===== config.mk =====
export PLATFORM = sky130hd
export DESIGN_NAME = issue_queue
export DESIGN_NICKNAME = d
export VERILOG_FILES = /design/src/rtl/issue_queue_pkg.sv /design/src/rtl/iq_ptr_ctrl.sv /design/src/rtl/issue_queue.sv
export SDC_FILE = /design/constraint.sdc
export NUM_CORES = 2
export LEC_CHECK = 0
export CORE_AREA = 2 2 314 441
export CTS_CLUSTER_SIZE = 20
export DETAILED_ROUTE_END_ITERATION = 10
export DIE_AREA = 0 0 316 443
export DONT_BUFFER_PORTS = 1
export PLACE_DENSITY_LB_ADDON = 0.1
export RECOVER_POWER = 25
export SLEW_MARGIN = 20
export SYNTH_ARGS = -nofsm -noshare
export SYNTH_HDL_FRONTEND = slang
export SYNTH_SLANG_ARGS = --single-unit

===== constraint.sdc =====
create_clock -name clk -period 11.4 [get_ports clk]
set_input_delay 2.28 -clock clk [delete_from_list [all_inputs] [get_ports clk]]
set_output_delay 2.28 -clock clk [all_outputs]
set_load 0.03 [all_outputs]

===== src/rtl/issue_queue_pkg.sv =====
// Shared types and constants for the in-order issue queue between decode and dispatch.
// Elements are opaque 32-bit decoded micro-ops; the queue never inspects their contents.
package issue_queue_pkg;

    localparam int IQ_DEPTH     = 16;
    localparam int ELEM_W       = 32;
    localparam int DECODE_WIDTH = 4;

    typedef logic [ELEM_W-1:0] issue_queue_element_t;

endpackage


===== src/rtl/iq_ptr_ctrl.sv =====
// Head/tail/count bookkeeping for the issue queue: legality of push and pop groups,
// pointer advance, flush/reset recovery and the one-cycle error pulses.
module iq_ptr_ctrl #(
    parameter int DEPTH     = 16,
    parameter int POP_WIDTH = 2,
    parameter int PTR_W     = $clog2(DEPTH),
    parameter int HVN_W     = $clog2(POP_WIDTH + 1)
) (
    input  logic               clk,
    input  logic               rst,
    input  logic               flush,
    input  logic [2:0]         push_number,
    input  logic [HVN_W-1:0]   pop_number,
    output logic [PTR_W-1:0]   head,
    output logic [PTR_W-1:0]   tail,
    output logic [PTR_W:0]     free,
    output logic [HVN_W-1:0]   head_valid_number,
    output logic               push_we,
    output logic               push_overflow,
    output logic               pop_underflow
);
    localparam int CNT_W = PTR_W + 1;

    logic [CNT_W-1:0] count;
    logic             push_ok;
    logic             pop_ok;
    logic [2:0]       n_acc;
    logic [HVN_W-1:0] p_acc;

    // Legality uses start-of-cycle occupancy only, so slots freed by a same-cycle pop
    // are not reusable until the next cycle.
    assign free              = CNT_W'(DEPTH) - count;
    assign push_ok           = (push_number <= 3'd4) && (CNT_W'(push_number) <= free);
    assign head_valid_number = (count >= CNT_W'(POP_WIDTH)) ? HVN_W'(POP_WIDTH) : HVN_W'(count);
    assign pop_ok            = (pop_number <= head_valid_number);
    assign n_acc             = push_ok ? push_number : 3'd0;
    assign p_acc             = pop_ok ? pop_number : '0;
    assign push_we           = push_ok && !flush && !rst;

    always_ff @(posedge clk) begin
        if (rst || flush) begin
            head          <= '0;
            tail          <= '0;
            count         <= '0;
            push_overflow <= 1'b0;
            pop_underflow <= 1'b0;
        end else begin
            head          <= head + PTR_W'(p_acc);
            tail          <= tail + PTR_W'(n_acc);
            count         <= count + CNT_W'(n_acc) - CNT_W'(p_acc);
            push_overflow <= !push_ok;
            pop_underflow <= !pop_ok;
        end
    end

endmodule


===== src/rtl/issue_queue.sv =====
// In-order circular issue queue: storage array plus head read muxing; pointer and
// legality bookkeeping lives in iq_ptr_ctrl.
module issue_queue
    import issue_queue_pkg::*;
#(
    parameter int DEPTH     = IQ_DEPTH,
    parameter int POP_WIDTH = 2,
    parameter int PTR_W     = $clog2(DEPTH)
) (
    input  logic                                     clk,
    input  logic                                     rst,
    input  logic                                     flush,
    input  logic [DECODE_WIDTH-1:0][ELEM_W-1:0]      issue_queue_element,
    input  logic [2:0]                               issue_queue_push_number,
    output logic [2:0]                               iq_size_left,
    output logic [POP_WIDTH-1:0][ELEM_W-1:0]         head_element,
    output logic [$clog2(POP_WIDTH+1)-1:0]           head_valid_number,
    input  logic [$clog2(POP_WIDTH+1)-1:0]           pop_number,
    output logic                                     push_overflow,
    output logic                                     pop_underflow
);
    localparam int HVN_W = $clog2(POP_WIDTH + 1);

    issue_queue_element_t mem [DEPTH];
    logic [PTR_W-1:0]     head;
    logic [PTR_W-1:0]     tail;
    logic [PTR_W:0]       free;
    logic                 push_we;

    iq_ptr_ctrl #(
        .DEPTH     (DEPTH),
        .POP_WIDTH (POP_WIDTH),
        .PTR_W     (PTR_W),
        .HVN_W     (HVN_W)
    ) u_ptr_ctrl (
        .clk               (clk),
        .rst               (rst),
        .flush             (flush),
        .push_number       (issue_queue_push_number),
        .pop_number        (pop_number),
        .head              (head),
        .tail              (tail),
        .free              (free),
        .head_valid_number (head_valid_number),
        .push_we           (push_we),
        .push_overflow     (push_overflow),
        .pop_underflow     (pop_underflow)
    );

    assign iq_size_left = (free >= (PTR_W+1)'(4)) ? 3'd4 : free[2:0];

    // A push group may straddle the last index; the pointer add wraps naturally.
    always_ff @(posedge clk) begin
        if (push_we) begin
            for (int i = 0; i < DECODE_WIDTH; i++) begin
                if (3'(i) < issue_queue_push_number)
                    mem[tail + PTR_W'(i)] <= issue_queue_element[i];
            end
        end
    end

    always_comb begin
        for (int k = 0; k < POP_WIDTH; k++)
            head_element[k] = mem[head + PTR_W'(k)];
    end

endmodule


### Word-level counts from Yosys, hierarchy flattened

Memories as Yosys holds them, arrays and structs flattened. A register that Yosys moved wholly into a read port is not among the register bits.
Cells that the tools add are included.

| cells by class | value |
|---|---|
| equal/unequal tests | 0 |
| order comparisons | 9 |
| $add $sub $neg | 9 |
| shifts and indexed selects | 0 |
| mux-type cells | 17 |
| div/mod/pow operators | 0 |
| bitwise logic cells | 0 |
| $mul | 0 |
| reduce and logical (&&, ||, !) cells | 8 |

Operator list:

| cell | number |
|---|---|
| 1-bit two-way mux | 12 |
| 4-bit by 1-bit adder with 4-bit output (second input constant) | 2 |
| 4-bit by 2-bit adder with 4-bit output (second input constant) | 2 |
| 1-bit by 3-bit < comparator with 1-bit output (first input constant) | 2 |
| 2-bit by 3-bit < comparator with 1-bit output (first input constant) | 2 |
| 3-bit two-way mux | 2 |
| 5-bit by 3-bit adder with 5-bit output | 1 |
| 5-bit by 2-bit greater-or-equal comparator with 1-bit output (second input constant) | 1 |
| 5-bit by 3-bit greater-or-equal comparator with 1-bit output (second input constant) | 1 |
| 3-bit by 5-bit less-or-equal comparator with 1-bit output | 1 |
| 5-bit by 2-bit subtractor with 5-bit output | 1 |
| 5-bit subtractor (first input constant) | 1 |
| 4-bit by 2-bit adder with 4-bit output | 1 |
| 4-bit by 3-bit adder with 4-bit output | 1 |
| 1-bit logical NOT | 4 |
| 2-bit two-way mux | 2 |
| 4-bit two-way mux | 1 |
| 3-bit less-or-equal comparator (second input constant) | 1 |
| 1-bit logical AND | 3 |
| 2-bit less-or-equal comparator | 1 |
| 1-bit logical OR | 1 |

| storage, ports and cells | value |
|---|---|
| word-level logic and storage cells | 49 |
| bits in registers | 15 |
| RAM bits | 512 |
| memories | 1 |
| latch bits | 0 |
| bits in read-only memories | 0 |

Memories:

| memory | words | width | read ports | clocked after Yosys merged registers in | wr ports | line | text |
|---|---|---|---|---|---|---|---|
| mem | 16 | 32 | 2 | 1 | 4 | issue_queue.sv:24 | `issue_queue_element_t mem [DEPTH];` |

### Longest topological paths before layout

| depth | value |
|---|---|
| depth after elaboration | 7 |
| gate-level depth with buffers | 18 |
| mapped depth without buffers | 17 |

### By module

A second synthesis with hierarchy kept.

| unflattened totals | value |
|---|---|
| cell total of the unflattened synthesis | 4518 |
| area, all modules | 43584.3 um^2 |

Modules (own cells, without submodules):

| module | seq. area each (um^2) | area each (um^2) | instances | cells each |
|---|---|---|---|---|
| issue_queue | 15374.7 | 42453.2 | 1 | 4396 |
| iq_ptr_ctrl | 300.3 | 1131.1 | 1 | 122 |

### Least setup slack after synthesis

Ideal clock, no wire load.

| timing | value |
|---|---|
| kind | input to register |
| from | input issue_queue_push_number[1] |
| to | memory mem[3][0] in the netlist's numbering, enable pin |
| arrival time | 6.474 ns |
| path buffers | 2 |
| data required time | 10.930 ns |
| stages | 8 |
| slack | 4.456 ns |
| cells stage by stage | ha_1 > nor2b_1 > o211a_1 > o32ai_2 > clkbuf_1 > buf_1 > nand2_1 > o31ai_1 |

RTL lines:

| what | line | text |
|---|---|---|
| start, declared | issue_queue.sv:14 | `input logic [2:0] issue_queue_push_number,` |
| end, declared | issue_queue.sv:24 |  |

==> flow_summary_export.csv <==
group,metric,value,unit
min_path,hold-path-cell-count,2,
clocking,cts.sinks,527,
setup_path,path_buf_inv,2,
synth,yosys_register_bits,527,
die,ios,207,
synth,synth_area_leaders,"edfxtp_1 (39%), mux4_2 (13%), mux2i_1 (8.6%), o22ai_1 (5.4%), a21oi_1 (3.5%)",
grt,grt_pass1_wl,308,mm
detailed_routing,drc,0,
setup_path,endpoint_kind,"register",
synth,ys_types,58,
placement,dpl.cell_count,5131,
setup_path,crit_top_cell,"clkbuf_1",
grt,antenna_found_initial,8,
timing,finalHoldViolCount,0,
run,drv_cap,14,
timing,fin_crit,9.42,ns
timing,finalClockSkew,0.0328,ns
timing,setup_tns,0,ns
pwr,power-per-cell-area,164,nW/µm²
final_layout,final_util,31.2,%
setup_path,worst_path_max_delay_cell,"clkbuf_1",
min_path,hold_path_class,"register to register",
placement,port_buffers,0,
setup_path,reg2reg_depth,12,
setup_path,critPathKind,"input pin to register",
synth,syn_inst,3781,
clocking,postCtsResizedCells,0,
setup_path,path_cells,"ha_1 > nor2b_1 > o211a_1 > o32a_2 > clkbuf_1 > or4_2 > and2_2 > clkbuf_1 > a21oi_1",
setup_path,r2r_slack,2.66,ns
detailed_routing,detail-route-antenna-nets,0,
detailed_routing,drtPass1Iterations,6,
timing,rsz0062_at_grt,"false",
final_layout,area_delta_synth_final,8.41,%
timing,period_share,82.6,%
synth,synth_nets,3944,
status,violations,"max-capacitance violations, max-slew violations",
clocking,clk_pin_slew,0.05,ns
timing,tightestPinTransition,4.00,ns
clocking,cts_tree,"built",
detailed_routing,wl_per_cell,43.4,µm
placement,place.gp.congestion,0.853,
clocking,cts_max_level,3,
min_path,hp-start,"u_ptr_ctrl.head[1]",
setup_path,critical_path.startpoint,"issue_queue_push_number[1]",
grt,grt_max_degree,114,
clocking,clk_latency,0.69,ns
grt,grt_pass1_vias,35100,
final_layout,nets,3572,
clocking,cts.path.max_buffers,3,
die,core_area,136000,µm²
synth,syn_area,39200,µm²
detailed_routing,detail_route.wirelength,228,mm
clocking,cts_hold_buf,0,
timing,setup_ws,1.98,ns
synth,postSynth.asyncResetShare,0,%
timing,maxSlewHeadroom,-167,%
placement,post-dp-hpwl,134,mm
detailed_routing,drt_iter0_markers,4550,
grt,overflow,0,
clocking,postCtsSetupRepairBufs,0,
synth,ys_warn_count,0,
setup_path,cp-start-kind,"input pin",
die,rows,161,
timing,fmax,106,MHz
setup_path,worstReg2RegEnd,"mem[7][16]",
final_layout,drive_gt1_share,15.8,%
pwr,peakVddDrop,0.000117,V
timing,final_max_slew_viol_count,429,
synth,synth_top_area_cell,"edfxtp_1",
synth,synth.avg_cell_area,10.4,µm²
synth,synth_ff_type,"edfxtp_1",
pwr,leakage,13.6,nW
setup_path,cpPeakStageDelay,2.78,ns
detailed_routing,viasPerCell,6.86,
clocking,cts_made_buffers,68,
die,die_w,316,µm
final_layout,final_cell_area,42500,µm²
synth,seq_area_frac_synth,40.0,%
setup_path,r2r_start,"u_ptr_ctrl.count[1]",
timing,setup_viol,0,
die,initial_core_util,28.7,%
placement,post_dp_cell_area,40500,µm²
placement,pre_cts_ws,4.31,ns
setup_path,critical_path.top_delay_family,"buffers and inverters",
final_layout,finalNonFillerCells,5257,
synth,synth-edff-count,512,
clocking,cts-root-buf,"clkbuf_16",
grt,grt_util_all_layers,31.9,%
timing,hold_ws,0.754,ns
setup_path,cp_data_required_time,11.61,ns
detailed_routing,via_count,36100,
setup_path,crit_fanout,46,
die,fp.dieArea,140000,µm²
setup_path,cp.arrival,9.63,ns
synth,yosysTopAreaCellShare,39.2,%
status,outcome,"finished, violations left",
die,die_height,443,µm
pwr,total_power,6.98,mW
min_path,min_to,"u_ptr_ctrl.head[1]",
[cell usage after synthesis, types with 8 or more instances]
| cell | number |
|---|---|
| o22ai_1 | 341 |
| and3_1 | 104 |
| a211oi_1 | 96 |
| mux2i_1 | 336 |
| a221oi_1 | 97 |
| or4_1 | 17 |
| ha_1 | 23 |
| edfxtp_1 | 512 |
| a22oi_1 | 32 |
| clkbuf_1 | 359 |
| nor2_1 | 28 |
| mux4_2 | 224 |
| mux2_2 | 23 |
| nand2_1 | 354 |
| a31oi_1 | 109 |
| dfxtp_1 | 15 |
| nand3_1 | 31 |
| buf_1 | 69 |
| xnor2_1 | 8 |
| nand4_1 | 29 |
| o2bb2ai_1 | 96 |
| a21oi_1 | 274 |
| and2_1 | 52 |
| buf_2 | 131 |
| o21ai_0 | 259 |
| o221a_1 | 9 |
| nor3_1 | 10 |
| o21ai_1 | 43 |
| inv_1 | 21 |
[area by class of cell]
class / count / area, µm²
Fill cell: 13700 / 93900
Clock inverter: 38 / 249
Clock buffer: 85 / 1780
Inverter: 21 / 78.8
Sequential cell: 527 / 15700
Antenna cell: 2 / 5.00
Multi-Input combinational cell: 2668 / 21500
Timing Repair Buffer: 123 / 915
Tap cell: 1793 / 2240
[flip-flops by register name, indices dropped and copies added (netlist names)]
name                      count
mem                         512
u_ptr_ctrl.push_overflow      1
u_ptr_ctrl.count              5
u_ptr_ctrl.pop_underflow      1
u_ptr_ctrl.head               4
u_ptr_ctrl.tail               4
[worst min-delay path: cells and delay by family (launching register included)]
kind / cells / cell delay, ns
AND/OR/NAND/NOR: 1 / 0.11
flip-flops: 1 / 0.43
adder cells (fa/ha/maj): 1 / 0.19
[how the worst max path moves through the flow]
| stage | end | depth (start not counted) |
|---|---|---|
| floorplan | mem[3][0] | 8 |
| global placement | mem[1][0] | 9 |
| detailed placement | mem[1][0] | 9 |
| CTS | head_element[51] | 5 |
| global route | mem[7][16] | 9 |
| finish | mem[7][16] | 9 |
[power breakdown]
group	total, mW	leakage [nW]	internal, mW	switching (mW)
combinational	2.56	7.89	1.02	1.54
clock	2.15	0.991	1.15	0.994
sequential	2.27	4.74	2.20	0.0740
[cells in the final DEF, fill, tap and decap left out, types with 15 or more instances in the layout]
master,synthesis,routed
clkbuf_16,0,68
a21oi_1,274,274
buf_4,1,106
clkbuf_1,359,28
a211oi_1,96,96
mux2i_1,336,336
inv_1,21,21
o21ai_0,259,257
a221oi_1,97,97
or4_2,0,15
nand4_1,29,29
a31oi_1,109,109
nand3_1,31,22
edfxtp_1,512,512
a22oi_1,32,32
ha_1,23,22
clkinv_1,0,19
mux2_2,23,23
o21ai_1,43,43
o2bb2ai_1,96,96
and3_1,104,99
nand2_1,354,347
nor2_1,28,23
and2_1,52,37
o22ai_1,341,340
mux4_2,224,224
[cells by family (layout without fill, tap and decap cells)]
family / count (synthesis) / count (layout) / synth area share, %
adder cells (fa/ha/maj): 27 / 27 / 0.938
AO/OA/AOI/OAI: 1383 / 1383 / 22.2
XOR/XNOR: 15 / 15 / 0.354
buffers and inverters: 586 / 267 / 6.13
multiplexers: 583 / 583 / 22.1
other: 0 / 2 / 0
AND/OR/NAND/NOR: 660 / 660 / 8.29
flip-flops: 527 / 527 / 40.0
[metal layers]
| metal | GRT usage [%] | wire [µm] | vias up |
|---|---|---|---|
| li1 | - | - | 14300 |
| met1 | 37.4 | 82200 | 18600 |
| met2 | 52.3 | 108000 | 2436 |
| met3 | 7.78 | 21500 | 683 |
| met4 | 19.2 | 16100 | 8 |
| met5 | 0 | 56 | - |
Note: power is estimated with default switching activity, not from simulation.
